<file path="src/rtl/password_pkg.sv">
// Shared key codes and FSM state encoding for the keypad password sequencer.
package password_pkg;

  localparam logic [3:0] KEY_ENTER = 4'hA;
  localparam logic [3:0] KEY_BS    = 4'hB;
  localparam logic [3:0] KEY_CLR   = 4'hC;
  localparam logic [3:0] KEY_CHG   = 4'hD;

  typedef enum logic [2:0] {
    StEntry,
    StCheck,
    StOpen,
    StSetNew,
    StLockout
  } state_e;

  // Codes 0-9 are digits; everything above is a command or unused.
  function automatic logic is_digit(logic [3:0] key);
    return key <= 4'd9;
  endfunction

endpackage

</file>
<file path="src/rtl/digit_buf.sv">
// Shift buffer for typed digits: newest digit in the LS nibble, with a digit count.
module digit_buf
  import password_pkg::*;
#(
  parameter int unsigned PW_LEN = 4
) (
  input  logic                  clk_i,
  input  logic                  reset_ni,
  input  logic                  clr_i,
  input  logic                  push_i,
  input  logic                  pop_i,
  input  logic [3:0]            digit_i,
  output logic [4*PW_LEN-1:0]   buf_o,
  output logic [3:0]            cnt_o
);

  localparam logic [3:0] CntMax = 4'(PW_LEN);

  logic [4*PW_LEN-1:0] buf_q, buf_d;
  logic [3:0]          cnt_q, cnt_d;

  // Clear beats push beats pop; push on a full buffer and pop on an empty one are dropped.
  always_comb begin
    buf_d = buf_q;
    cnt_d = cnt_q;
    if (clr_i) begin
      buf_d = '0;
      cnt_d = '0;
    end else if (push_i && (cnt_q < CntMax)) begin
      buf_d      = buf_q << 4;
      buf_d[3:0] = digit_i;
      cnt_d      = cnt_q + 4'd1;
    end else if (pop_i && (cnt_q != 4'd0)) begin
      buf_d = buf_q >> 4;
      cnt_d = cnt_q - 4'd1;
    end
  end

  // Buffer and count registers, synchronous active-low reset.
  always_ff @(posedge clk_i) begin
    if (!reset_ni) begin
      buf_q <= '0;
      cnt_q <= '0;
    end else begin
      buf_q <= buf_d;
      cnt_q <= cnt_d;
    end
  end

  assign buf_o = buf_q;
  assign cnt_o = cnt_q;

endmodule

</file>
<file path="src/rtl/password_ctrl.sv">
// Keypad password sequencer: collects digits, checks them against the stored password,
// drives the lock, counts failures into a timed lockout and supports password change.
module password_ctrl
  import password_pkg::*;
#(
  parameter int unsigned         PW_LEN   = 4,
  parameter logic [4*PW_LEN-1:0] INIT_PW  = 16'h1234,
  parameter int unsigned         MAX_FAIL = 3,
  parameter int unsigned         OPEN_CYC = 500_000_000,
  parameter int unsigned         LOCK_CYC = 1_000_000_000
) (
  input  logic                clk,
  input  logic                reset,
  input  logic                key_en,
  input  logic [3:0]          key_val,
  output logic                unlocked,
  output logic                alarm,
  output logic                err_pulse,
  output logic                saved,
  output logic [3:0]          entry_cnt,
  output logic [4*PW_LEN-1:0] entry_buf,
  output logic [1:0]          LED
);

  localparam int unsigned TMax   = (OPEN_CYC > LOCK_CYC) ? OPEN_CYC : LOCK_CYC;
  localparam int unsigned TW     = $clog2(TMax + 1);
  localparam int unsigned FW     = $clog2(MAX_FAIL + 1);
  localparam logic [3:0]  CntMax = 4'(PW_LEN);

  state_e              state_q, state_d;
  logic [TW-1:0]       timer_q, timer_d;
  logic [FW-1:0]       fail_q, fail_d, fail_inc;
  logic [4*PW_LEN-1:0] pw_q, pw_d;
  logic                err_ev, err_ev_q, saved_ev;
  logic                unlocked_q, alarm_q, err_pulse_q, saved_q;
  logic                buf_clr, buf_push, buf_pop;
  logic [4*PW_LEN-1:0] dbuf;
  logic [3:0]          dcnt;
  logic                full, empty, match, timer_end;

  digit_buf #(
    .PW_LEN (PW_LEN)
  ) u_digit_buf (
    .clk_i    (clk),
    .reset_ni (reset),
    .clr_i    (buf_clr),
    .push_i   (buf_push),
    .pop_i    (buf_pop),
    .digit_i  (key_val),
    .buf_o    (dbuf),
    .cnt_o    (dcnt)
  );

  assign full      = (dcnt == CntMax);
  assign empty     = (dcnt == 4'd0);
  assign match     = (dbuf == pw_q);
  // Timer expires on the idle cycle that would take it from 1 to 0.
  assign timer_end = (timer_q <= TW'(1));
  assign fail_inc  = (fail_q >= FW'(MAX_FAIL)) ? fail_q : fail_q + FW'(1);

  // State register.
  always_ff @(posedge clk) begin
    if (!reset) state_q <= StEntry;
    else        state_q <= state_d;
  end

  // Next-state logic; a key strobe in OPEN takes priority over timer expiry.
  always_comb begin
    state_d = state_q;
    unique case (state_q)
      StEntry: begin
        if (key_en && (key_val == KEY_ENTER) && full) state_d = StCheck;
      end
      StCheck: begin
        if (match)                         state_d = StOpen;
        else if (fail_inc >= FW'(MAX_FAIL)) state_d = StLockout;
        else                               state_d = StEntry;
      end
      StOpen: begin
        if (key_en) begin
          if (key_val == KEY_CLR)      state_d = StEntry;
          else if (key_val == KEY_CHG) state_d = StSetNew;
        end else if (timer_end) begin
          state_d = StEntry;
        end
      end
      StSetNew: begin
        if (key_en) begin
          if ((key_val == KEY_CLR) && empty)        state_d = StOpen;
          else if ((key_val == KEY_ENTER) && full) state_d = StOpen;
        end
      end
      StLockout: begin
        if (timer_end) state_d = StEntry;
      end
      default: state_d = StEntry;
    endcase
  end

  // Datapath controls: digit buffer, timer, fail counter, password and event strobes.
  always_comb begin
    buf_clr  = 1'b0;
    buf_push = 1'b0;
    buf_pop  = 1'b0;
    timer_d  = timer_q;
    fail_d   = fail_q;
    pw_d     = pw_q;
    err_ev   = 1'b0;
    saved_ev = 1'b0;
    unique case (state_q)
      StEntry, StSetNew: begin
        if (key_en) begin
          buf_push = is_digit(key_val);
          buf_pop  = (key_val == KEY_BS);
          buf_clr  = (key_val == KEY_CLR);
          if (state_q == StSetNew) begin
            if ((key_val == KEY_ENTER) && full) begin
              pw_d     = dbuf;
              saved_ev = 1'b1;
              buf_clr  = 1'b1;
              timer_d  = TW'(OPEN_CYC);
            end else if ((key_val == KEY_CLR) && empty) begin
              timer_d = TW'(OPEN_CYC);
            end
          end
        end
      end
      StCheck: begin
        buf_clr = 1'b1;
        if (match) begin
          fail_d  = '0;
          timer_d = TW'(OPEN_CYC);
        end else begin
          err_ev = 1'b1;
          fail_d = fail_inc;
          if (fail_inc >= FW'(MAX_FAIL)) timer_d = TW'(LOCK_CYC);
        end
      end
      StOpen: begin
        if (key_en) begin
          timer_d = TW'(OPEN_CYC);
          buf_clr = (key_val == KEY_CHG);
        end else if (timer_q != '0) begin
          timer_d = timer_q - TW'(1);
        end
      end
      StLockout: begin
        if (timer_end) begin
          timer_d = '0;
          fail_d  = '0;
        end else begin
          timer_d = timer_q - TW'(1);
        end
      end
      default: ;
    endcase
  end

  // Datapath registers.
  always_ff @(posedge clk) begin
    if (!reset) begin
      timer_q  <= '0;
      fail_q   <= '0;
      pw_q     <= INIT_PW;
      err_ev_q <= 1'b0;
    end else begin
      timer_q  <= timer_d;
      fail_q   <= fail_d;
      pw_q     <= pw_d;
      err_ev_q <= err_ev;
    end
  end

  // Output registers; err_pulse is staged once more so it lines up with unlocked/alarm.
  always_ff @(posedge clk) begin
    if (!reset) begin
      unlocked_q  <= 1'b0;
      alarm_q     <= 1'b0;
      err_pulse_q <= 1'b0;
      saved_q     <= 1'b0;
    end else begin
      unlocked_q  <= (state_q == StOpen) || (state_q == StSetNew);
      alarm_q     <= (state_q == StLockout);
      err_pulse_q <= err_ev_q;
      saved_q     <= saved_ev;
    end
  end

  assign unlocked  = unlocked_q;
  assign alarm     = alarm_q;
  assign err_pulse = err_pulse_q;
  assign saved     = saved_q;
  assign entry_cnt = dcnt;
  assign entry_buf = dbuf;
  assign LED       = {alarm_q, unlocked_q};

endmodule

</file>
<file path="config.mk">
export PLATFORM = sky130hd
export DESIGN_NAME = password_ctrl
export DESIGN_NICKNAME = d
export VERILOG_FILES = /design/src/rtl/password_pkg.sv /design/src/rtl/digit_buf.sv /design/src/rtl/password_ctrl.sv
export SDC_FILE = /design/constraint.sdc
export NUM_CORES = 1
export LEC_CHECK = 0
export ABC_AREA = 1
export CORE_UTILIZATION = 25
export CTS_BUF_LIST = sky130_fd_sc_hd__clkbuf_8
export CTS_CLUSTER_SIZE = 24
export DETAILED_ROUTE_END_ITERATION = 16
export PLACE_DENSITY = 0.4
export RECOVER_POWER = 50
export SYNTH_ARGS = -nofsm -noshare
export SYNTH_HDL_FRONTEND = slang
export SYNTH_HIERARCHICAL = 1
export SYNTH_SLANG_ARGS = --single-unit
export TNS_END_PERCENT = 10
</file>
<file path="constraint.sdc">
create_clock -name clk -period 3.5 [get_ports clk]
set_input_delay 1.05 -clock clk [delete_from_list [all_inputs] [get_ports clk]]
set_output_delay 1.05 -clock clk [all_outputs]
set_load 0.05 [all_outputs]
</file>
==> results.py <==
metrics = {
    "logic_synthesis": {
        "syn_area_mm2": 0.00489,
        "synth_nets": 832,
        "ys_seq_area_share_pct": 31.1,
        "postSynthAreaPerCell_um2": 5.97,
        "ys_ff_latch": 76,
        "netlist_top_cells_area": "dfxtp_1 31%, nand2_1 19%, nor2_1 9.1%, inv_1 7.9%, nand3_1 6.1%",
        "syn_inst": 820,
        "synth_area_leader_cell": "dfxtp_1",
        "yosysUniqueCellTypes": 38,
        "yosys_warnings": 6,
        "yosys.area.top_type_share_pct": 31.1,
    },
    "critical_path": {
        "timing.rr.start": "timer_q[0]",
        "crit_required_ps": 3820,
        "reg2reg_slack_ps": 1160,
        "cp.arrival_ps": 3400,
        "worstSetupEndpointType": "register",
        "reg2reg_depth": 12,
        "crit_fanout": 20,
        "worst-setup-path-type": "input pin to register",
        "r2r_end": "fail_q[0]",
        "worstSetupStartpointType": "input pin",
    },
    "place": {
        "placed_cells": 1097,
        "place.gp.congestion": 0.867,
        "io_buffers": 32,
        "hpwl_mm": 11.1,
        "pre_cts_slack_ps": -187,
    },
    "floorplan": {
        "die_x_um": 142,
        "die_area_mm2": 0.0201,
        "die_h_um": 142,
        "core_area_mm2": 0.0190,
        "rows": 50,
        "start_util_pct": 25.8,
        "ioPinCount": 33,
    },
    "pwr": {
        "max-vdd-ir-drop_uv": 187,
        "p_leak_nw": 2.67,
        "p_per_area_mw_per_mm2": 530,
        "p_total_mw": 3.00,
    },
    "sta": {
        "rsz0062_at_grt": "false",
        "hold_violations": 0,
        "post-route-period-util_pct": 87.8,
        "finalSetupTns_ps": 0,
        "layout_setup_ws_ps": 426,
        "fin_crit_ps": 3070,
        "finalMaxSlewViolations": 0,
        "tightest_slew_ps": 937,
        "max_freq_mhz": 325,
        "setup_violations": 0,
        "slew_headroom_pct": 37.5,
        "skew_ps": 22.7,
    },
    "finish": {
        "drive_gt1_share_pct": 5.86,
        "areaGrowthSynthToFinish_pct": 15.7,
        "nets": 860,
        "register_area_mm2": 0.00152,
        "mostFrequentLayoutCells": "253 x nand2_1, 118 x nor2_1, 103 x inv_1, 76 x dfxtp_1, 60 x nand3_1",
        "multi_input_area_mm2": 0.00276,
        "diodes": 0,
        "fill_cells": 2171,
        "finalNonFillerCells": 1113,
        "final_common_cell": "nand2_1",
    },
    "route": {
        "wl_per_cell_um": 13.4,
        "num_vias": 4870,
        "wl_mm": 15.0,
        "drc": 0,
        "vias_per_cell": 4.38,
        "drtAntennaViolNets": 0,
        "drt_iter0_drc": 268,
        "drtPass1Iterations": 5,
    },
    "run_status": {
        "status": "completed",
    },
    "clock_network": {
        "tritoncts": "yes",
        "clockBufferDepth": 2,
        "clkTransAtPathRegs_ps": 90,
        "cts_max_level": 3,
        "clock-sinks": 76,
        "clock_latency_ps": 390,
        "post_cts_resized": 0,
        "clockRootBuffer": "clkbuf_8",
        "cts_buffers": 9,
        "post_cts_buffers": 0,
        "ctsHoldBuffers": 0,
    },
    "global_routing": {
        "gr-usage-all-layers_pct": 15.8,
        "overflow": 0,
        "grt_max_degree": 41,
        "antenna_found_initial": 0,
        "grt_pass1_vias": 4731,
        "grt_pass1_wl_mm": 24.6,
    },
    "run": {
        "drv_cap": 0,
    },
    "worst_hold_path": {
        "holdCritPathClass": "register to register",
        "hp-start": "err_ev_q",
        "min_to": "err_pulse",
        "hold_path_depth": 2,
    },
}
worst max-delay path, cell delays in order:
cell	delay, ps
dlygate4sd3_1	570
nand2_1	90
nor3_1	400
nand3_1	140
nand3_1	160
nand2_1	90
inv_2	150
nand3_4	210
buf_4	280
nand2_1	80
nand2_1	50
nor2_1	120
cells in the mapped netlist (all sizes together):
cell / number
nor3: 9
nor2: 125
dfxtp: 76
buf: 17
o211ai: 5
clkbuf: 12
nor4: 3
xor2: 7
nand3b: 1
a21oi: 50
xnor2: 2
a21o: 1
o21ai: 57
a31oi: 1
clkinv: 2
nand3: 63
ha: 5
o21bai: 2
nand4: 14
nand2: 259
inv: 108
or2: 1
cells by family after synthesis:
family | count (synthesis) | share of synthesized area [%]
simple gates | 475 | 41.2
buf+inv | 139 | 12.5
compound gates | 116 | 12.4
flops | 76 | 31.1
xor+xnor | 9 | 1.61
fa+ha+maj | 5 | 1.28
power by group:
group	leakage, nW	total, mW	switching (mW)	internal, mW
combinational	1.94	1.18	0.830	0.351
sequential	0.616	1.00	0.0806	0.921
clock	0.114	0.819	0.404	0.415
total	2.67	3.00	1.31	1.69
area by class of cell:
cell class                 count  share of cell area (%)
multi-input combinational    605                    48.7
sequential                    76                    26.9
inverter                     110                    7.29
timing repair buffer          46                    7.27
tap                          260                    5.75
clock buffer                   9                    2.19
clock inverter                 7                    1.90
flip-flops by register name, summed over array words and instances, names as in the netlist:
| name | count |
|---|---|
| alarm | 1 |
| err_ev_q | 1 |
| err_pulse | 1 |
| fail_q | 2 |
| pw_q | 16 |
| saved | 1 |
| state_q | 3 |
| timer_q | 30 |
| u_digit_buf/buf_o | 16 |
| u_digit_buf/cnt_o | 4 |
| unlocked | 1 |
how the worst max path moves through the flow:
stage	start	end	slack, ps	depth (start not counted)
final	key_val[3]	timer_q[18]	430	12
after global routing	key_val[3]	u_digit_buf/buf_o[14]	170	12
after CTS	key_val[1]	u_digit_buf/buf_o[14]	220	12
after detailed placement	key_val[1]	u_digit_buf/buf_o[15]	-190	12
after global placement	key_val[1]	u_digit_buf/buf_o[12]	-110	12
after floorplan	key_en	u_digit_buf/cnt_o[3]	680	12
through the flow:
step | hold WS (ps) | util (%) | cell area [µm²]
CTS | 431 | 30.0 | 5680
finish | 429 | 29.9 | 5660
global placement | 410 | 28.7 | 5450
detailed placement | 415 | 28.7 | 5450
global route | 450 | 29.9 | 5660
floorplan | 390 | - | 4890
layer usage:
metal	global-route usage, %	wire length, µm	vias up	share of wire [%]
li1	-	-	2635	-
met1	21.5	7630	2161	51
met2	25.5	6750	63	45
met3	3.48	440	11	2.9
met4	3.17	134	0	0.90
met5	0	0	-	0
No activity file was read; power rests on OpenSTA's default activity.
